### config.mk
export PLATFORM = sky130hd
export DESIGN_NAME = branch_predictor
export DESIGN_NICKNAME = d
export VERILOG_FILES = /design/src/rtl/bp_pkg.sv /design/src/rtl/branch_predictor_sat_counter.sv /design/src/rtl/branch_predictor.sv
export SDC_FILE = /design/constraint.sdc
export NUM_CORES = 2
export LEC_CHECK = 0
export CAP_MARGIN = 40
export CORE_MARGIN = 3
export CORE_UTILIZATION = 61
export DETAILED_ROUTE_END_ITERATION = 8
export MAX_ROUTING_LAYER = met4
export PLACE_DENSITY_LB_ADDON = 0.1
export SLEW_MARGIN = 0
export SYNTH_ARGS = -nofsm -noshare
export SYNTH_HDL_FRONTEND = slang
export SYNTH_HIERARCHICAL = 1
export SYNTH_SLANG_ARGS = --single-unit
export TNS_END_PERCENT = 10
### constraint.sdc
create_clock -name clk_i -period 5.2 [get_ports clk_i]
set_input_delay 0.78 -clock clk_i [delete_from_list [all_inputs] [get_ports clk_i]]
set_output_delay 0.78 -clock clk_i [all_outputs]
set_load 0.005 [all_outputs]
### src/rtl/bp_pkg.sv
// Shared types and helpers for the BTB-based branch predictor: entry layout,
// counter encodings and PC index/tag extraction.
package bp_pkg;

    // Fields are sized for the widest supported configuration. Each instance
    // uses only the low XLEN / CTR_W bits, and the unused upper bits stay constant.
    localparam int XLEN_MAX  = 64;
    localparam int CTR_W_MAX = 8;

    typedef struct packed {
        logic                 valid;
        logic [XLEN_MAX-1:0]  tag;
        logic [XLEN_MAX-1:0]  target;
        logic [CTR_W_MAX-1:0] ctr;
    } btb_entry_t;

    // Weakly-not-taken: MSB clear, all lower bits set (0 for a 1-bit counter).
    function automatic logic [CTR_W_MAX-1:0] ctr_wnt(input int ctr_w);
        return CTR_W_MAX'((1 << (ctr_w - 1)) - 1);
    endfunction

    // Weakly-taken: MSB set, all lower bits clear.
    function automatic logic [CTR_W_MAX-1:0] ctr_wt(input int ctr_w);
        return CTR_W_MAX'(1 << (ctr_w - 1));
    endfunction

    function automatic logic [31:0] bp_index(input logic [XLEN_MAX-1:0] pc, input int idx_w);
        return 32'((pc >> 2) & ((XLEN_MAX'(1) << idx_w) - XLEN_MAX'(1)));
    endfunction

    function automatic logic [XLEN_MAX-1:0] bp_tag(input logic [XLEN_MAX-1:0] pc, input int idx_w);
        return pc >> (idx_w + 2);
    endfunction

endpackage

### src/rtl/branch_predictor_sat_counter.sv
// Combinational saturating up/down counter step used on the BTB training path.
module sat_counter #(
    parameter int W = 2
) (
    input  logic [W-1:0] ctr_i,
    input  logic         inc_i,
    output logic [W-1:0] ctr_o
);

    always_comb begin
        // NOTE: default assignment first, so every path drives ctr_o and no latch is inferred.
        ctr_o = ctr_i;
        if (inc_i && (ctr_i != {W{1'b1}})) begin
            ctr_o = ctr_i + W'(1);
        end else if (!inc_i && (ctr_i != '0)) begin
            ctr_o = ctr_i - W'(1);
        end
    end

endmodule

### src/rtl/branch_predictor.sv
// Direct-mapped BTB with saturating counters. IF looks it up combinationally,
// and ID trains it and reports mispredicts and the redirect PC.
module branch_predictor
    import bp_pkg::*;
#(
    parameter int XLEN    = 32,
    parameter int ENTRIES = 16,
    parameter int CTR_W   = 2,
    parameter int CNT_W   = 32
) (
    input  logic             clk_i,
    input  logic             rst_i,
    input  logic [XLEN-1:0]  lk_pc_i,
    output logic             pred_taken_o,
    output logic [XLEN-1:0]  pred_target_o,
    input  logic             upd_valid_i,
    input  logic [XLEN-1:0]  upd_pc_i,
    input  logic             upd_taken_i,
    input  logic [XLEN-1:0]  upd_target_i,
    input  logic             upd_pred_taken_i,
    input  logic [XLEN-1:0]  upd_pred_target_i,
    output logic             mispredict_o,
    output logic [XLEN-1:0]  redirect_pc_o,
    output logic [CNT_W-1:0] branch_cnt_o,
    output logic [CNT_W-1:0] mispred_cnt_o
);

    localparam int IDX_W = $clog2(ENTRIES);
    localparam logic [CTR_W_MAX-1:0] CTR_RESET = ctr_wnt(CTR_W);
    localparam logic [CTR_W_MAX-1:0] CTR_ALLOC = ctr_wt(CTR_W);

    btb_entry_t          btb_q [ENTRIES];
    logic [CNT_W-1:0]    branch_cnt_q;
    logic [CNT_W-1:0]    mispred_cnt_q;

    logic [IDX_W-1:0]    lk_idx;
    logic [IDX_W-1:0]    upd_idx;
    logic [XLEN_MAX-1:0] lk_tag;
    logic [XLEN_MAX-1:0] upd_tag;
    logic                lk_hit;
    logic                upd_hit;
    logic [CTR_W-1:0]    upd_ctr_next;

    assign lk_idx  = IDX_W'(bp_index(XLEN_MAX'(lk_pc_i), IDX_W));
    assign lk_tag  = bp_tag(XLEN_MAX'(lk_pc_i), IDX_W);
    assign upd_idx = IDX_W'(bp_index(XLEN_MAX'(upd_pc_i), IDX_W));
    assign upd_tag = bp_tag(XLEN_MAX'(upd_pc_i), IDX_W);

    assign lk_hit  = btb_q[lk_idx].valid && (btb_q[lk_idx].tag == lk_tag);
    assign upd_hit = btb_q[upd_idx].valid && (btb_q[upd_idx].tag == upd_tag);

    assign pred_taken_o  = lk_hit && btb_q[lk_idx].ctr[CTR_W-1];
    assign pred_target_o = pred_taken_o ? btb_q[lk_idx].target[XLEN-1:0] : lk_pc_i + XLEN'(4);

    assign mispredict_o  = upd_valid_i &&
                           ((upd_taken_i != upd_pred_taken_i) ||
                            (upd_taken_i && (upd_pred_target_i != upd_target_i)));
    assign redirect_pc_o = upd_taken_i ? upd_target_i : upd_pc_i + XLEN'(4);

    assign branch_cnt_o  = branch_cnt_q;
    assign mispred_cnt_o = mispred_cnt_q;

    sat_counter #(.W(CTR_W)) u_upd_ctr (
        .ctr_i (btb_q[upd_idx].ctr[CTR_W-1:0]),
        .inc_i (upd_taken_i),
        .ctr_o (upd_ctr_next)
    );

    // A same-cycle lookup sees the pre-update entry, because there is no bypass.
    always_ff @(posedge clk_i) begin
        // NOTE: sequential state uses non-blocking assignments only, so every read sees the pre-edge value.
        if (rst_i) begin
            // NOTE: the table is a resettable register array. A memory with a reset cannot map to SRAM.
            for (int i = 0; i < ENTRIES; i++) begin
                btb_q[i] <= '{valid: 1'b0, tag: '0, target: '0, ctr: CTR_RESET};
            end
            branch_cnt_q  <= '0;
            mispred_cnt_q <= '0;
        end else if (upd_valid_i) begin
            branch_cnt_q <= branch_cnt_q + CNT_W'(1);
            if (mispredict_o) begin
                mispred_cnt_q <= mispred_cnt_q + CNT_W'(1);
            end
            if (upd_hit) begin
                btb_q[upd_idx].ctr <= CTR_W_MAX'(upd_ctr_next);
                if (upd_taken_i) begin
                    btb_q[upd_idx].target <= XLEN_MAX'(upd_target_i);
                end
            end else if (upd_taken_i) begin
                btb_q[upd_idx] <= '{valid: 1'b1, tag: upd_tag,
                                    target: XLEN_MAX'(upd_target_i), ctr: CTR_ALLOC};
            end
        end
    end

endmodule
# Yosys cells after proc, flatten, opt, wreduce, memory -nomap -nowiden

Memories as Yosys holds them, arrays and structs flattened.
Index checks and enable logic that the tools add are counted.

Add/subtract/negate cells: 6
Eq/ne operators: 5
Mux-type cells: 24
Bitwise logic cells: 2
Reductions and logical operators: 12

Operators by type and width:

| kind                                              | number |
|---|---|
| equality test 64 x 26 -> 1 bit                    | 2 |
| two-way mux 32 bit                                | 3 |
| adder 32 x 1 -> 32 bit (second input constant)    | 2 |
| adder 32 x 3 -> 32 bit (second input constant)    | 2 |
| two-way mux 61 bit                                | 1 |
| OR reduction 61 bit                               | 1 |
| inequality test 32 bit                            | 1 |
| two-way mux 1 bit                                 | 15 |
| logical AND 1 bit                                 | 7 |
| two-way mux 2 bit                                 | 3 |
| two-way mux 4 bit                                 | 1 |
| two-way mux 3 bit                                 | 1 |
| adder 2 x 1 -> 2 bit (second input constant)      | 1 |
| inequality test 2 bit (second input constant)     | 1 |
| OR 1 bit                                          | 2 |
| AND reduction 2 bit                               | 1 |
| nonzero test 2 bit                                | 1 |
| subtractor 2 x 1 -> 2 bit (second input constant) | 1 |
| logical NOT 1 bit                                 | 1 |
| logical OR 1 bit                                  | 1 |
| inequality test 1 bit                             | 1 |

Flip-flop bits (word level): 64
Memory bits (writable): 976
Output and inout port bits: 130
Word-level logic and storage cells: 52
Memories kept: 1

Memories:

| name  | depth | bits a word | rd ports | clocked after Yosys merged registers in | write ports | line                   | text |
|---|---|---|---|---|---|---|---|
| btb_q | 16    | 61          | 2        | 0                                       | 16          | branch_predictor.sv:32 | `btb_entry_t btb_q [ENTRIES];` |

# Logic depth before layout (Yosys ltp)

An unclocked memory read counts as a cell.

Depth after elaboration: 10
Gate-level depth with buffers: 16

# By module

The synthesis kept the hierarchy.

By module, submodules not included:

| module           | times used | cells each | area each (µm²) |
|---|---|---|---|
| branch_predictor | 1          | 4021       | 54707.5 |
| sat_counter      | 1          | 7          | 60.1 |

# Worst setup path before layout

No wires, ideal clock.

Path type: input port to flip-flop
From: in upd_pc_i[3]
To: mem btb_q[13][34] (netlist name), enable pin
Library setup time: 0.415 ns
Arrival time: 4.282 ns
Required time: 4.785 ns
Path slack: 0.503 ns
Cell stages on the path: 15
Buffers on the path: 8
Cell sequence: buf_2 -> buf_4 -> buf_4 -> buf_2 -> buf_2 -> mux2i_1 -> a221oi_1 -> xor2_1 -> a211oi_1 -> o2111ai_1 -> nor4_1 -> buf_2 -> buf_4 -> buf_4 -> o21bai_1

RTL lines:

| what            | line                   | text |
|---|---|---|
| start, declared | branch_predictor.sv:17 | `input logic [XLEN-1:0] upd_pc_i,` |
| end, declared   | branch_predictor.sv:32 |  |

# Worst setup path after layout

From: in lk_pc_i[4]
To: out pred_target_o[7]

Word-level cells in the longest chain between the ends: 5

RTL lines:

| what                           | line                   | text |
|---|---|---|
| start, declared                | branch_predictor.sv:13 | `input logic [XLEN-1:0] lk_pc_i,` |
| memory (16 x 61 bit)           | n/a                    |  |
| equality test 64 x 26 -> 1 bit | branch_predictor.sv:49 | `assign lk_hit = btb_q[lk_idx].valid && (btb_q[lk_idx].tag == lk_tag);` |
| logical AND 1 bit              | branch_predictor.sv:49 |  |
| logical AND 1 bit              | branch_predictor.sv:52 | `assign pred_taken_o = lk_hit && btb_q[lk_idx].ctr[CTR_W-1];` |
| two-way mux 32 bit *           | branch_predictor.sv:53 | `assign pred_target_o = pred_taken_o ? btb_q[lk_idx].target[XLEN-1:0] : lk_pc_i + XLEN'(4);` |
| end, declared                  | branch_predictor.sv:15 | `output logic [XLEN-1:0] pred_target_o,` |

Mark *: on every way between the ends. The rest lies on a longest branch, timed or not.

==> flow_summary_export.csv <==
group,metric,value,unit
synth,synth.distinct_cells,73,
synth,synthArstFlopShare,0,%
sta,min_period_over_period,99.5,%
synth,synth_nets,4170,
clock_network,cts_buffers,107,
setup_path,cp.required,4420,ps
synth,synth_ff_type,"edfxtp_1",
sta,worst_slew_pin_slew,994,ps
min_path,hp-class,"reg2reg",
setup_path,worst_r2r_path_depth,10,
drt,first_pass_iters,6,
setup_path,max_stage_delay,610,ps
power,p_int,15.4,mW
min_path,hold_path_startpoint,"btb_q[3][60]",
synth,yosysTopAreaCell,"edfxtp_1",
cells_and_area,final_core_util,72.1,%
setup_path,worstSetupStartpointType,"input port",
floorplan,die_y,306,um
sta,fin_skew,48.2,ps
status,status,"finished, final reports clean",
clock_network,clock_sinks,1040,
sta,rsz0062_at_grt,"no",
place,dp_hpwl,125,mm
flow_run,cap_viol_max_count,0,
power,combPwrFrac,13.0,%
power,ir_drop,0.000252,V
clock_network,cts-hold-fix-buffers,0,
sta,final_hold_viol_count,0,
setup_path,slowest_stage,"nor2b_1",
clock_network,clk_latency,710,ps
setup_path,path_cells,"buf_6, buf_4, nor2b_1, nand2_1, nand3_1, xnor2_1, nand3b_1, nor4b_2, nand4_2, buf_12, mux2_2, clkdlybuf4s50_1",
cells_and_area,drive_gt1_share,22.3,%
synth,synth-warning-count,6,
drt,route.detailed.drc,0,
power,clkPwrFrac,39.6,%
global_route,antenna_found_initial,5,
sta,fmax,193,MHz
setup_path,critPathArrivalTime,4390,ps
drt,vias,39968,
global_route,grt_pass1_wl,278,mm
floorplan,die_x,306,um
place,gp_congestion,1.06,
cells_and_area,fillCellCount,5941,
floorplan,core.rowCount,109,
floorplan,pin_count,263,
synth,synth_top_area_share,52.6,%
global_route,grt_use_total,42.6,%
setup_path,crit_path_max_fanout,32,
floorplan,core_area,88600,um^2
clock_network,cts_root_buf,"clkbuf_16",
power,p_sw,5.13,mW
synth,syn_area,54800,um^2
clock_network,post_cts_buffers,0,
clock_network,cts_tree,"done",
power,power_leakage,23.1,nW
synth,synthTopCellsByArea,"edfxtp_1 (53%), mux4_2 (14%), and3_1 (4.9%)",
synth,synth_cells,4028,
setup_path,r2r-start,"btb_q[7][34]",
min_path,holdPathStages,2,
synth,ys_ff_latch,1040,
cells_and_area,area_growth,16.8,%
synth,synth_area_per_cell,13.6,um^2
global_route,first_global_vias,38872,
clock_network,clockBufferDepth,3,
power,swShare,25.0,%
sta,finalMaxSlewViolations,0,
min_path,min_to,"btb_q[3][60]",
synth,synth-edff-count,960,
power,power_density,321,nW/um^2
power,pwr-share-seq,47.4,%
setup_path,r2r-end,"btb_q[10][45]",
place,placed_cell_area,60100,um^2
sta,setup_viol,0,
floorplan,die_area,93400,um^2
synth,seq_area_frac_synth,55.6,%
sta,slew_headroom,33.6,%
drt,drt-vias-per-instance,7.25,
drt,drtIter0Drc,6563,
global_route,grt_max_degree,111,
drt,wirelength,194,mm
drt,wire_per_inst,35.2,um
cells_and_area,layout.nets,4399,
clock_network,clkSlewWorstSetupHoldPaths,70,ps
global_route,grt_overflow,0,
place,io_buffer_count,262,
clock_network,cts-htree-levels,3,
setup_path,critPathKind,"in2out",
sta,fin_crit,5170,ps
setup_path,critPathCaptureType,"output pin",
setup_path,r2r_slack,1270,ps
floorplan,initial_core_util,61.8,%
drt,ant_nets,0,
cells_and_area,final_cell_area,64000,um^2
through the flow:
stage          total power [mW]  setup slack [ps]  setup TNS, ps  cells  hold WS [ps]
2_1_floorplan              11.2               503              0   4028           450
3_3_place_gp               12.4              -224         -62950   5304           466
3_5_place_dp               12.5              -194         -97400   5310           469
4_1_cts                    20.4              62.1              0   5509           483
5_1_grt                    20.9              8.53              0   5515           510
6_report                   20.5              27.5              0   5516           485
worst max-delay path by stage:
stage / from / end / slack, ps / cells past startpoint
CTS: lk_pc_i[3] / pred_target_o[7] / 60 / 13
global placement: lk_pc_i[2] / pred_taken_o / -220 / 11
detailed placement: upd_pc_i[5] / btb_q[7][1] / -190 / 15
finish: lk_pc_i[4] / pred_target_o[7] / 30 / 12
floorplan: upd_pc_i[3] / btb_q[13][34] / 500 / 15
global route: lk_pc_i[4] / pred_target_o[7] / 9 / 12
synthesized netlist by cell type (15+ instances only):
library cell and n:
o21bai_1 16, mux4_2 344, clkbuf_1 319, o21ai_0 58, edfxtp_1 960, nor4_1 25
a31o_2 20, and3_1 427, mux2_1 15, and2_1 138, inv_1 41, nand2b_1 24
xnor2_1 107, nor3_1 203, nand3_1 77, buf_4 69, nand4_1 32, a21oi_1 25
nand2_1 133, mux2i_1 127, xor2_1 78, buf_2 48, nor2_1 108, nor3b_1 242
o22ai_1 45, mux2_2 53, dfxtp_1 80, a22oi_1 32
cell usage in the layout, fill, tap and decap left out, types with 10 or more instances in the layout:
master             n
nand2_1          124
o22ai_1           45
nand2b_1          11
and4_1            13
mux2_1            15
dfxtp_1           80
bufinv_16         16
nand4_1           32
xnor2_1          106
mux2_2            53
nor3_1           201
nand3_1           76
clkinv_2          24
o21ai_0           57
clkbuf_16        110
edfxtp_1         960
nor3b_1          242
nor2_1           104
a21oi_1           25
clkinv_1          24
nor2b_1           14
nor4_1            24
a31oi_1           10
nand2b_2          13
inv_1             41
mux2i_1          127
clkdlybuf4s50_1  254
o21bai_4          16
mux4_2           344
clkbuf_1          19
and3_1           427
a31o_2            20
and2_1           138
buf_12            55
a22oi_1           32
xor2_1            78
a21o_1            14
buf_4            254
worst max-delay path: cells and delay by family:
| family | cells | cell delay [ps] |
|---|---|---|
| xor gates and xnor gates | 1 | 190 |
| buffers and inverters | 4 | 1460 |
| muxes | 1 | 290 |
| and+or+nand+nor | 6 | 1620 |
registers in the layout, summed over array words and instances, names as in the netlist:
signal,cells
btb_q,976
branch_cnt_o,32
mispred_cnt_o,32
kinds of logic after synthesis:
kind of cell | after synthesis | synth area share (%)
compound gates | 286 | 3.61
buf+inv | 510 | 4.19
simple gates | 1459 | 15.6
xor+xnor | 185 | 2.96
fa+ha+maj | 9 | 0.206
mux | 539 | 17.9
flops | 1040 | 55.6
metal layers:
metal | up-vias | part of all wire (%) | global-route usage, %
met5 | - | 0 | -
met4 | 0 | 5.0 | 18.4
met3 | 562 | 16 | 13.5
met2 | 3495 | 43 | 58.8
met1 | 19841 | 36 | 58.7
li1 | 16070 | - | -
power by group through the flow:
| stage | combinational (mW) | sequential, mW | clock [mW] |
|---|---|---|---|
| CTS | 2.57 | 9.73 | 8.11 |
| global route | 2.73 | 9.76 | 8.44 |
| detailed placement | 2.56 | 9.90 | 0 |
| global placement | 2.54 | 9.87 | 0 |
| floorplan | 1.38 | 9.82 | 0 |
| finish | 2.67 | 9.73 | 8.13 |
area by class of cell:
class / instances / area (um^2) / area share (%)
clock buffer: 135 / 2900 / 4.53
sequential: 1040 / 30400 / 47.6
antenna: 4 / 10.0 / 0.0157
clock inverter: 64 / 788 / 1.23
tap: 1165 / 1460 / 2.28
timing repair buffer: 577 / 5780 / 9.03
multi-input combinational: 2478 / 22400 / 35.0
inverter: 53 / 201 / 0.315
what timing repair did:
action	CTS	global route
endpoints found under the setup margin	4	33
gates resized for setup	3	10
gates cloned	0	1
Power figures use the tool's default switching activity.
